**config.mk**
```make
export PLATFORM = sky130hd
export DESIGN_NAME = pipe_skid_stage
export DESIGN_NICKNAME = d
export VERILOG_FILES = /design/src/rtl/mips_pkg.sv /design/src/rtl/nreg_en.sv /design/src/rtl/pipe_skid_stage.sv
export SDC_FILE = /design/constraint.sdc
export NUM_CORES = 1
export LEC_CHECK = 0
export ABC_AREA = 1
export CELL_PAD_IN_SITES_DETAIL_PLACEMENT = 1
export CELL_PAD_IN_SITES_GLOBAL_PLACEMENT = 2
export CORE_MARGIN = 3
export CORE_UTILIZATION = 24
export DETAILED_ROUTE_END_ITERATION = 8
export GPL_ROUTABILITY_DRIVEN = 0
export PLACE_DENSITY = 0.87
export SYNTH_ARGS = -nofsm -noshare
export SYNTH_HDL_FRONTEND = slang
export SYNTH_HIERARCHICAL = 1
export SYNTH_SLANG_ARGS = --single-unit
export TNS_END_PERCENT = 50
```
**constraint.sdc**
```tcl
create_clock -name clk -period 1.3 [get_ports clk]
set_input_delay 0.26 -clock clk [delete_from_list [all_inputs] [get_ports clk]]
set_output_delay 0.26 -clock clk [all_outputs]
set_load 0.02 [all_outputs]
```
**src/rtl/mips_pkg.sv**
```systemverilog
// Shared constants for the multi-core MIPS pipeline.
// Data-path blocks take their default word width from here.
package mips_pkg;

    localparam int WORD_W = 32;

endpackage : mips_pkg

```
**src/rtl/nreg_en.sv**
```systemverilog
// N-bit register with load enable and synchronous active-low clear.
// Holds its value whenever en is low.
module nreg_en
    import mips_pkg::*;
#(
    parameter int N = WORD_W
) (
    input  logic         clk,
    input  logic         rst_n,
    input  logic         en,
    input  logic [N-1:0] d,
    output logic [N-1:0] q
);

    always_ff @(posedge clk) begin
        if (!rst_n) begin
            q <= '0;
        end else if (en) begin
            q <= d;
        end
    end

endmodule : nreg_en

```
**src/rtl/pipe_skid_stage.sv**
```systemverilog
// Registered valid/ready stage with a one-entry skid buffer and synchronous flush.
// The state is the pair of valid bits (main_v, skid_v); data lives in two nreg_en instances.
//
//   state  (main_v,skid_v) | meaning
//   EMPTY  (0,0)           | nothing held, in_ready=1
//   ONE    (1,0)           | word in main, skid free, in_ready=1
//   FULL   (1,1)           | main and skid both held, in_ready=0
//   --     (0,1)           | unreachable; skid only fills behind a valid main
module pipe_skid_stage
    import mips_pkg::*;
#(
    parameter int N = WORD_W
) (
    input  logic         clk,
    input  logic         rst_n,
    input  logic         flush,
    input  logic         in_valid,
    output logic         in_ready,
    input  logic [N-1:0] in_data,
    output logic         out_valid,
    input  logic         out_ready,
    output logic [N-1:0] out_data,
    output logic [1:0]   occupancy
);

    logic         main_v;
    logic         skid_v;
    logic         main_v_nx;
    logic         skid_v_nx;
    logic         main_ld;
    logic         main_from_skid;
    logic         skid_ld;
    logic [N-1:0] main_d;
    logic [N-1:0] skid_d;
    logic [N-1:0] main_in;
    logic         acc;
    logic         pop;

    // in_ready depends only on a register, so upstream never sees a path through this stage.
    assign acc = in_valid && !skid_v;
    assign pop = main_v && out_ready;

    always_comb begin
        main_v_nx      = main_v;
        skid_v_nx      = skid_v;
        main_ld        = 1'b0;
        main_from_skid = 1'b0;
        skid_ld        = 1'b0;

        if (!main_v) begin
            if (acc) begin
                main_ld   = 1'b1;
                main_v_nx = 1'b1;
            end
        end else if (pop) begin
            if (skid_v) begin
                main_ld        = 1'b1;
                main_from_skid = 1'b1;
                skid_v_nx      = 1'b0;
            end else if (acc) begin
                main_ld = 1'b1;
            end else begin
                main_v_nx = 1'b0;
            end
        end else if (acc) begin
            skid_ld   = 1'b1;
            skid_v_nx = 1'b1;
        end

        // Flush wins over every case; a word offered alongside it is simply dropped.
        if (flush) begin
            main_v_nx = 1'b0;
            skid_v_nx = 1'b0;
            main_ld   = 1'b0;
            skid_ld   = 1'b0;
        end
    end

    always_ff @(posedge clk) begin
        if (!rst_n) begin
            main_v <= 1'b0;
            skid_v <= 1'b0;
        end else begin
            main_v <= main_v_nx;
            skid_v <= skid_v_nx;
        end
    end

    assign main_in = main_from_skid ? skid_d : in_data;

    nreg_en #(.N(N)) u_main_reg (
        .clk   (clk),
        .rst_n (rst_n),
        .en    (main_ld),
        .d     (main_in),
        .q     (main_d)
    );

    nreg_en #(.N(N)) u_skid_reg (
        .clk   (clk),
        .rst_n (rst_n),
        .en    (skid_ld),
        .d     (in_data),
        .q     (skid_d)
    );

    assign out_valid = main_v;
    assign out_data  = main_d;
    assign in_ready  = !skid_v;
    assign occupancy = {1'b0, main_v} + {1'b0, skid_v};

endmodule : pipe_skid_stage

```
# After elaboration in Yosys (flattened, before gate mapping)
# Index checks and enable logic that the tools add are counted.
[op_classes] add_sub_neg=1 muxes=16 bitwise=1 reduce_logical=6
[ops] cell="two-way mux 32 bit" count=1
[ops] cell="two-way mux 1 bit" count=15
[ops] cell="adder 1 x 1 -> 2 bit" count=1
[ops] cell="logical AND 1 bit" count=2
[ops] cell="AND reduction 2 bit" count=1
[ops] cell="nonzero test 2 bit" count=1
[ops] cell="OR reduction 2 bit" count=1
[ops] cell="zero test 1 bit" count=1
[ops] cell="inverter 1 bit" count=1
[totals] regBits=66 in_bits=37 elab_cells=28

# Logic depth before layout (Yosys ltp)
# Gate-level depths: netlist of the first run.
[depth] ltp_word=7 ltp_mapped=9 mapped_depth_nobuf=8

# Hierarchy
# Netlist of the first run, hierarchy kept.
[by_module_without_submodules] module="nreg_en" n_inst=2 cells_per_inst=202 area_each_um2=1335.0 seq_area_each_um2=640.6
[by_module_without_submodules] module="pipe_skid_stage" n_inst=1 cells_per_inst=126 area_each_um2=645.6 seq_area_each_um2=40.0

# Worst setup path after synthesis of the first run
# Ideal clock, no wire load.
[synth_path] kind="reg2reg" from="register main_v (netlist: out_valid)" to="register u_skid_reg.q[22]" t_arrival_ns=1.297 path_slack_ns=-0.110 stages_incl_launch_ff=8 path_buffers=2 synth_period_minus_slack_ns=1.410 cell_sequence="dfxtp_1 > nand2_1 > nor3_1 > buf_6 > buf_6 > nand2_1 > nand2_1 > nor2_1"
[synth_between] elab_chain_cells=4
[synth_lines] element="from (decl)" line="pipe_skid_stage.sv:26" rtl="logic main_v;"
[synth_lines] element="from (signal assigned)" line="pipe_skid_stage.sv:84" rtl="main_v <= main_v_nx;"
[synth_lines] element="logical AND 1 bit" line="pipe_skid_stage.sv:41" rtl="assign pop = main_v && out_ready;"
[synth_lines] element="two-way mux 1 bit" line="pipe_skid_stage.sv:55" rtl="end else if (pop) begin"
[synth_lines] element="two-way mux 1 bit (*)" line="pipe_skid_stage.sv:50" rtl="if (!main_v) begin"
[synth_lines] element="two-way mux 1 bit (*)" line="pipe_skid_stage.sv:71" rtl="if (flush) begin"
[synth_lines] element="via skid_ld" line="pipe_skid_stage.sv:32" rtl="logic skid_ld;"
[synth_lines] element="to (signal assigned)" line="nreg_en.sv:17" rtl="q <= '0;"
[synth_lines] element="to (signal assigned)" line="nreg_en.sv:19" rtl="q <= d;"
[synth_lines] element="to (decl)" line="nreg_en.sv:12" rtl="output logic [N-1:0] q"
# Mark *: on every way through the listed nets, which the timed path passes. The rest lies on a longest branch.
# A chain may end at the register's enable or synchronous reset.

# Worst setup path in the final report of the first run
[layout_path] from="register skid_v" to="output occupancy[0]"
[layout_between] elab_chain_cells=1
[layout_lines] element="from (decl)" line="pipe_skid_stage.sv:27" rtl="logic skid_v;"
[layout_lines] element="from (signal assigned)" line="pipe_skid_stage.sv:85" rtl="skid_v <= skid_v_nx;"
[layout_lines] element="adder 1 x 1 -> 2 bit" line="pipe_skid_stage.sv:110" rtl="assign occupancy = {1'b0, main_v} + {1'b0, skid_v};"
[layout_lines] element="to (decl)" line="pipe_skid_stage.sv:23" rtl="output logic [1:0] occupancy"
# Every way passes these cells.

==> results of run 1 <==
-- worst paths after layout --
kind,from,to,slack (ps),cells past startpoint
worst min-delay path,rst_n,u_skid_reg/q[2],310,3
worst max-delay path,skid_v,occupancy[0],-140,3
worst min register to register,u_main_reg/q[18],u_main_reg/q[18],460,2
worst max register to register,out_valid,u_skid_reg/q[23],-70,8
-- routing by layer --
metal  up-vias  routed length [um]
met4         0                 112
met5         -                   0
met1      1530                4680
li1       1725                   -
met2        52                4920
met3         8                 388
-- sequential cells by signal (all words and copies together) (netlist names) --
signal        count
out_valid         1
skid_v            1
u_main_reg/q     32
u_skid_reg/q     32
-- kinds of logic after synthesis --
logic type / Yosys count / synth area share [%]
AOI/OAI and AO/OA: 35 / 5.28
adders and majority gates: 1 / 0.377
buffers and inverters: 96 / 15.4
DFF: 66 / 39.8
and+or+nand+nor: 332 / 39.1
-- final cells by class --
cell class,count,area (sq um),area share (%)
multi-input combinational,368,1670,34.0
sequential,66,1320,26.9
clock inverter,2,10.0,0.204
inverter,67,259,5.27
tap,176,220,4.48
timing repair buffer,107,1200,24.5
clock buffer,9,225,4.58
-- repair_timing --
item,4_1_cts,5_1_grt
buffers inserted,3,3
setup endpoints to repair,100,74
pin swaps,9,16
gates cloned,3,4
resized for setup,85,66
-- synthesized netlist by cell type --
cell type,n
sky130_fd_sc_hd__nand2_1,189
sky130_fd_sc_hd__nor2_1,129
sky130_fd_sc_hd__dfxtp_1,66
sky130_fd_sc_hd__inv_1,66
sky130_fd_sc_hd__o21ai_0,32
sky130_fd_sc_hd__buf_6,16
sky130_fd_sc_hd__nand2_2,10
sky130_fd_sc_hd__buf_2,7
sky130_fd_sc_hd__a21oi_1,3
sky130_fd_sc_hd__clkbuf_2,3
sky130_fd_sc_hd__clkbuf_1,2
sky130_fd_sc_hd__buf_12,1
sky130_fd_sc_hd__ha_1,1
sky130_fd_sc_hd__inv_2,1
sky130_fd_sc_hd__nand2_4,1
sky130_fd_sc_hd__nand3_1,1
sky130_fd_sc_hd__nor2_8,1
sky130_fd_sc_hd__nor3_1,1
-- worst min-delay path, delay by kind of cell --
kind,cells,cell delay [ps]
buf+inv,1,200
simple gates,2,130
-- power by group through the flow --
stage | sequential [W] | combinational [W] | clock (W)
finish | 0.00216 | 0.000776 | 0.00203
global route | 0.00217 | 0.000869 | 0.00220
CTS | 0.00216 | 0.000751 | 0.00212
detailed placement | 0.00220 | 0.000777 | 0
global placement | 0.00220 | 0.000760 | 0
floorplan | 0.00228 | 0.000328 | 0
-- through the flow --
stage,total power (W),hold slack [ps],util [%]
after floorplan,0.00261,375,-
final,0.00496,313,36.7
after global routing,0.00524,320,36.7
after detailed placement,0.00298,464,31.7
after CTS,0.00503,304,34.4
after global placement,0.00296,458,31.7
-- cell usage in the layout (no fill, tap or decap), types with 2 or more instances in the layout --
| master | n |
|---|---|
| sky130_fd_sc_hd__clkdlybuf4s50_1 | 33 |
| sky130_fd_sc_hd__clkinv_2 | 2 |
| sky130_fd_sc_hd__nand2_1 | 148 |
| sky130_fd_sc_hd__nor2_1 | 128 |
| sky130_fd_sc_hd__buf_12 | 9 |
| sky130_fd_sc_hd__buf_4 | 11 |
| sky130_fd_sc_hd__clkdlybuf4s15_1 | 9 |
| sky130_fd_sc_hd__nand2_2 | 41 |
| sky130_fd_sc_hd__buf_2 | 2 |
| sky130_fd_sc_hd__dfxtp_2 | 2 |
| sky130_fd_sc_hd__dlygate4sd2_1 | 24 |
| sky130_fd_sc_hd__clkbuf_16 | 13 |
| sky130_fd_sc_hd__nand2_4 | 10 |
| sky130_fd_sc_hd__inv_1 | 65 |
| sky130_fd_sc_hd__a21oi_1 | 2 |
| sky130_fd_sc_hd__buf_16 | 2 |
| sky130_fd_sc_hd__dfxtp_1 | 64 |
| sky130_fd_sc_hd__buf_6 | 11 |
| sky130_fd_sc_hd__o21ai_0 | 29 |
| sky130_fd_sc_hd__o21ai_1 | 3 |
==> impl_metrics.sql, run 1 <==
INSERT INTO impl_metrics (metric_group, metric, value, unit) VALUES
('finish', 'instances_no_fill', '795', ''),
('grt', 'antenna_found_initial', '0', ''),
('placed_design', 'dp_worst_setup_slack', '-530', 'ps'),
('pwr', 'clock_power_share', '40.9', '%'),
('placed_design', 'dpl_cell_area', '4250', 'sq um'),
('clock_network', 'clock_latency', '330', 'ps'),
('clock_network', 'tritoncts', 'built', ''),
('clock_network', 'cts_made_buffers', '9', ''),
('routing', 'routed_wirelength', '10100', 'um'),
('timing', 'count_of_endpoints_failing_setup_in_the_final_report', '67', ''),
('pwr', 'internal_power', '0.00368', 'W'),
('finish', 'finalInstanceArea', '4910', 'sq um'),
('synth', 'synth_area', '3320', 'sq um'),
('pwr', 'total_leakage_power', '2.44', 'nW'),
('synth', 'ys_seq_area_share', '39.8', '%'),
('grt', 'grt_most_used_layer', 'met2', ''),
('timing', 'fmax_achieved', '0.694', 'GHz'),
('floorplan', 'dieArea', '15300', 'sq um'),
('outcome', 'violations', 'setup timing', ''),
('finish', 'number_of_diodes', '0', ''),
('pwr', 'sequential_share_of_power', '43.5', '%'),
('clock_network', 'clock_tree.root_cell', 'sky130_fd_sc_hd__clkbuf_16', ''),
('synth', 'yosys.cell_types.count', '18', ''),
('clock_network', 'ctsLongestPathBuffers', '2', ''),
('outcome', 'outcome', 'complete, but fails checks', ''),
('timing', 'slew_viol_final', '0', ''),
('job', 'max-cap-violations', '0', ''),
('grt', 'gr-total-overflow', '0', ''),
('finish', 'final_net_count', '657', ''),
('timing', 'worst_slew_margin_rel', '79.3', '%'),
('floorplan', 'row_count', '42', ''),
('timing', 'min_period_over_period', '111', '%'),
('routing', 'detailedRoute.firstPassIterationCount', '4', ''),
('routing', 'ant_nets', '0', ''),
('pwr', 'vdd.ir_drop.worst', '0.000561', 'V'),
('routing', 'dr_total_vias', '3315', ''),
('synth', 'synth.area.top_cells', 'sky130_fd_sc_hd__dfxtp_1 (40%), sky130_fd_sc_hd__nand2_1 (21%), sky130_fd_sc_hd__nor2_1 (15%)', ''),
('timing', 'worstMarginPinSlew', '311', 'ps'),
('setup_path', 'critPathMaxFanout', '2', ''),
('grt', 'use_met3', '2.93', '%'),
('routing', 'first_iter_violations', '165', ''),
('synth', 'postSynthRegisterBits', '66', ''),
('synth', 'synth_top_area_cell', 'sky130_fd_sc_hd__dfxtp_1', ''),
('routing', 'detail_route.drc_violations', '0', ''),
('timing', 'final.min_clock_period', '1440', 'ps'),
('grt', 'grt_pass1_vias', '3354', ''),
('pwr', 'p_switching', '0.00128', 'W'),
('setup_path', 'worstPathArrival', '1180', 'ps'),
('setup_path', 'timing.critical_path.to_type', 'output port', ''),
('setup_path', 'timing.critical_path.cells', 'buf_4, ha_1, buf_6', ''),
('clock_network', 'h_tree_lvl_count', '3', ''),
('grt', 'grt_first_pass_wirelength', '16100', 'um'),
('finish', 'layout.filler_cells', '1693', ''),
('timing', 'totalNegativeSetupSlack', '-2690', 'ps'),
('clock_network', 'clkSinkCount', '66', ''),
('grt', 'met2_track_demand_over_resource_in_global_routing', '22.2', '%'),
('routing', 'drt-vias-per-instance', '4.17', ''),
('clock_network', 'post_cts_hold_buffer_count', '0', ''),
('timing', 'rsz0062_at_grt', 'yes', ''),
('floorplan', 'core_area', '13400', 'sq um'),
('grt', 'gr-usage-met1', '17.1', '%'),
('grt', 'largest_net_degree_at_the_start_of_global_routing', '41', ''),
('synth', 'synth.yosys.warnings', '6', ''),
('clock_network', 'clk_pin_slew', '50', 'ps'),
('synth', 'post_synth.cell_area_avg', '6.26', 'sq um'),
('floorplan', 'die_width', '124', 'um'),
('synth', 'syn_nets', '568', ''),
('timing', 'fin_worst_skew', '4.27', 'ps'),
('setup_path', 'timing.setup.critical_path_class', 'reg -> out', ''),
('timing', 'post-route-worst-setup-slack', '-140', 'ps'),
('setup_path', 'critical-path-top-delay-family', 'flip-flops', '');
Note: power is estimated with default switching activity, not from simulation.
==> run 2, diff against run 1 <==
--- a/config.mk
+++ b/config.mk
@@ -17,4 +17,4 @@
 export SYNTH_HDL_FRONTEND = slang
 export SYNTH_HIERARCHICAL = 1
 export SYNTH_SLANG_ARGS = --single-unit
-export TNS_END_PERCENT = 50
+export TNS_END_PERCENT = 20
==> run 2 against run 1 <==
  * Largest cell class unchanged
  * Critical path depth is 1 lower
  * Count of clock-buffer cells in the layout stayed put
  * Sequential power hardly changed
  * Power is 0.22% lower
  * Sequential share of layout area is 1.3 points higher
  * Final cell count is 0.50% lower
  * Maximum frequency is 5.9% higher
  * The run still ends with setup timing left
==> impl_metrics.sql, run 2 (same netlist as run 1, synthesis figures left out) <==
INSERT INTO impl_metrics (metric_group, metric, value, unit) VALUES
('outcome', 'outcome', 'complete, but fails checks', ''),
('outcome', 'violations', 'setup timing', ''),
('setup_path', 'crit_path_start_kind', 'flip-flop', ''),
('timing', 'post-route-worst-setup-slack', '-60.0', 'ps'),
('finish', 'top_library_cells_by_usage_in_the_layout_fill_and_taps_aside', 'sky130_fd_sc_hd__nand2_1 (178), sky130_fd_sc_hd__nor2_1 (128), sky130_fd_sc_hd__inv_1 (64), sky130_fd_sc_hd__dfxtp_1 (64), sky130_fd_sc_hd__clkdlybuf4s50_1 (33)', ''),
('finish', 'final_layout_size_suffix_gt1_share', '12.8', '%'),
('min_path', 'hold_path.class', 'in -> reg', ''),
('setup_path', 'timing.critical_path.to_type', 'output port', ''),
('clock_network', 'tritoncts', 'built', ''),
('clock_network', 'clk_pin_slew', '50', 'ps'),
('floorplan', 'floorplan.initialDensity', '24.7', '%'),
('placed_design', 'dp_worst_setup_slack', '-530', 'ps'),
('setup_path', 'cpMaxStageDelayCell', 'sky130_fd_sc_hd__dfxtp_4', ''),
('floorplan', 'core_area', '13400', 'sq um'),
('setup_path', 'timing.critical_path.cells', 'ha_1, buf_2', ''),
('routing', 'post_drt_wl_per_cell', '12.3', 'um'),
('grt', 'grt_pass1_vias', '3293', ''),
('finish', 'number_of_diodes', '0', ''),
('setup_path', 'worstSetupPathDepth', '2', ''),
('timing', 'slew_viol_final', '0', ''),
('setup_path', 'worst_r2r_path_depth', '9', ''),
('grt', 'antenna_found_initial', '0', ''),
('finish', 'reg.largest.list', 'u_main_reg/q x32, u_skid_reg/q x32', ''),
('pwr', 'total_leakage_power', '2.33', 'nW'),
('job', 'max-cap-violations', '0', ''),
('setup_path', 'critPathMaxStageDelay', '360', 'ps'),
('grt', 'largest_net_degree_at_the_start_of_global_routing', '41', ''),
('timing', 'rsz0062_at_grt', 'yes', ''),
('setup_path', 'critPathMaxFanout', '3', ''),
('grt', 'gr-total-overflow', '0', ''),
('timing', 'hold_viol', '0', ''),
('routing', 'first_iter_violations', '89', ''),
('clock_network', 'cts_made_buffers', '9', ''),
('clock_network', 'clock_tree.root_cell', 'sky130_fd_sc_hd__clkbuf_16', ''),
('routing', 'detail_route.drc_violations', '0', ''),
('routing', 'detailedRoute.firstPassIterationCount', '4', ''),
('setup_path', 'timing.setup.critical_path_class', 'reg -> out', ''),
('setup_path', 'critical-path-top-delay-family', 'flip-flops', ''),
('timing', 'whs', '314', 'ps'),
('clock_network', 'h_tree_lvl_count', '3', ''),
('grt', 'gr-usage-all-layers', '12.8', '%'),
('floorplan', 'die_width', '124', 'um'),
('finish', 'flow.area_growth_from_synthesis', '41.8', '%'),
('floorplan', 'num_io_pins', '73', ''),
('routing', 'drt-vias-per-instance', '4.13', ''),
('setup_path', 'timing.critical_path.required', '1040', 'ps'),
('timing', 'final.min_clock_period', '1360', 'ps'),
('pwr', 'vdd.ir_drop.worst', '0.000556', 'V'),
('routing', 'dr_total_vias', '3268', ''),
('finish', 'final_net_count', '653', ''),
('timing', 'fmax_achieved', '0.735', 'GHz'),
('setup_path', 'worstPathArrival', '1100', 'ps'),
('setup_path', 'worstPathBufferInverterCount', '1', ''),
('grt', 'grt_first_pass_wirelength', '15500', 'um'),
('floorplan', 'dieArea', '15300', 'sq um'),
('timing', 'min_period_over_period', '105', '%'),
('timing', 'count_of_endpoints_failing_setup_in_the_final_report', '48', ''),
('min_path', 'worst_hold_path.num_cells', '3', ''),
('timing', 'worstMarginPinSlew', '306', 'ps'),
('clock_network', 'clock_latency', '320', 'ps'),
('placed_design', 'detailedPlacementHpwl', '6520', 'um'),
('clock_network', 'ctsLongestPathBuffers', '2', ''),
('finish', 'mostFrequentLayoutCell', 'sky130_fd_sc_hd__nand2_1', ''),
('floorplan', 'row_count', '42', ''),
('floorplan', 'die_height', '124', 'um'),
('timing', 'worst_slew_margin_rel', '79.6', '%'),
('placed_design', 'place.port_buffers', '72', ''),
('clock_network', 'post_cts_hold_buffer_count', '0', ''),
('pwr', 'power.density_cell_area', '1050', 'nW/um^2'),
('timing', 'fin_worst_skew', '3.49', 'ps'),
('routing', 'routed_wirelength', '9730', 'um'),
('clock_network', 'clkSinkCount', '66', ''),
('routing', 'ant_nets', '0', '');
[run 2: changes by cell type in the layout (fill, tap and decap cells not counted), moves of 2 or more]
cell,delta
sky130_fd_sc_hd__buf_16,-2
sky130_fd_sc_hd__o21ai_1,-2
sky130_fd_sc_hd__nand2_2,-22
sky130_fd_sc_hd__nand2_4,-8
sky130_fd_sc_hd__nand2_1,+30
sky130_fd_sc_hd__o21ai_0,+2
sky130_fd_sc_hd__buf_2,+2
[run 2: final cells by class]
type | count | area [sq um]
Fill cell | 1705 | 8700
Multi-Input combinational cell | 368 | 1560
Sequential cell | 66 | 1330
Timing Repair Buffer | 103 | 1110
Inverter | 67 | 256
Clock buffer | 9 | 225
Tap cell | 176 | 220
Clock inverter | 2 | 10.0
[run 2: power breakdown]
group | switching [W] | leakage [nW] | internal [W]
Combinational | 0.000414 | 1.67 | 0.000344
Sequential | 0.0000455 | 0.540 | 0.00211
Clock | 0.000813 | 0.119 | 0.00123
Total | 0.00127 | 2.33 | 0.00368
[run 2: per-layer routing]
| layer | share of wire [%] | track usage, % | vias up |
|---|---|---|---|
| li1 | - | - | 1712 |
| met3 | 4.6 | 2.97 | 6 |
| met4 | 1.1 | 4.78 | 0 |
| met1 | 47 | 16.3 | 1491 |
| met5 | 0 | 0 | - |
| met2 | 47 | 21.2 | 59 |
[run 2: per-stage QoR]
step | cells | setup TNS (ps) | instance area, sq um | power [W] | utilization, %
after global routing | 791 | -6980 | 4700 | 0.00522 | 35.1
final | 791 | -968 | 4700 | 0.00495 | 35.1
after floorplan | 530 | 0 | 3320 | 0.00261 | -
after detailed placement | 771 | -31550 | 4250 | 0.00298 | 31.7
after global placement | 771 | -27490 | 4250 | 0.00296 | 31.7
after CTS | 782 | -2850 | 4460 | 0.00501 | 33.3
[run 2: path summary, 6_finish.rpt]
path | start | endpoint | slack [ps]
setup reg to reg | out_valid | u_main_reg/q[26] | -40
hold / removal | rst_n | u_skid_reg/q[2] | 310
hold reg to reg | u_main_reg/q[18] | u_main_reg/q[18] | 460
setup / recovery | skid_v | occupancy[0] | -60
[run 2: what timing repair did]
action | in CTS | in global routing
gates cloned | 0 | 5
buffers inserted | 0 | 4
gates resized for setup | 62 | 38
pin swaps | 1 | 7
setup endpoints to repair | 100 | 73
[run 2: tightest hold or removal path, cell delays in order]
cell	delay, ps
sky130_fd_sc_hd__buf_2	200
sky130_fd_sc_hd__nand2_1	100
sky130_fd_sc_hd__nor2_1	30
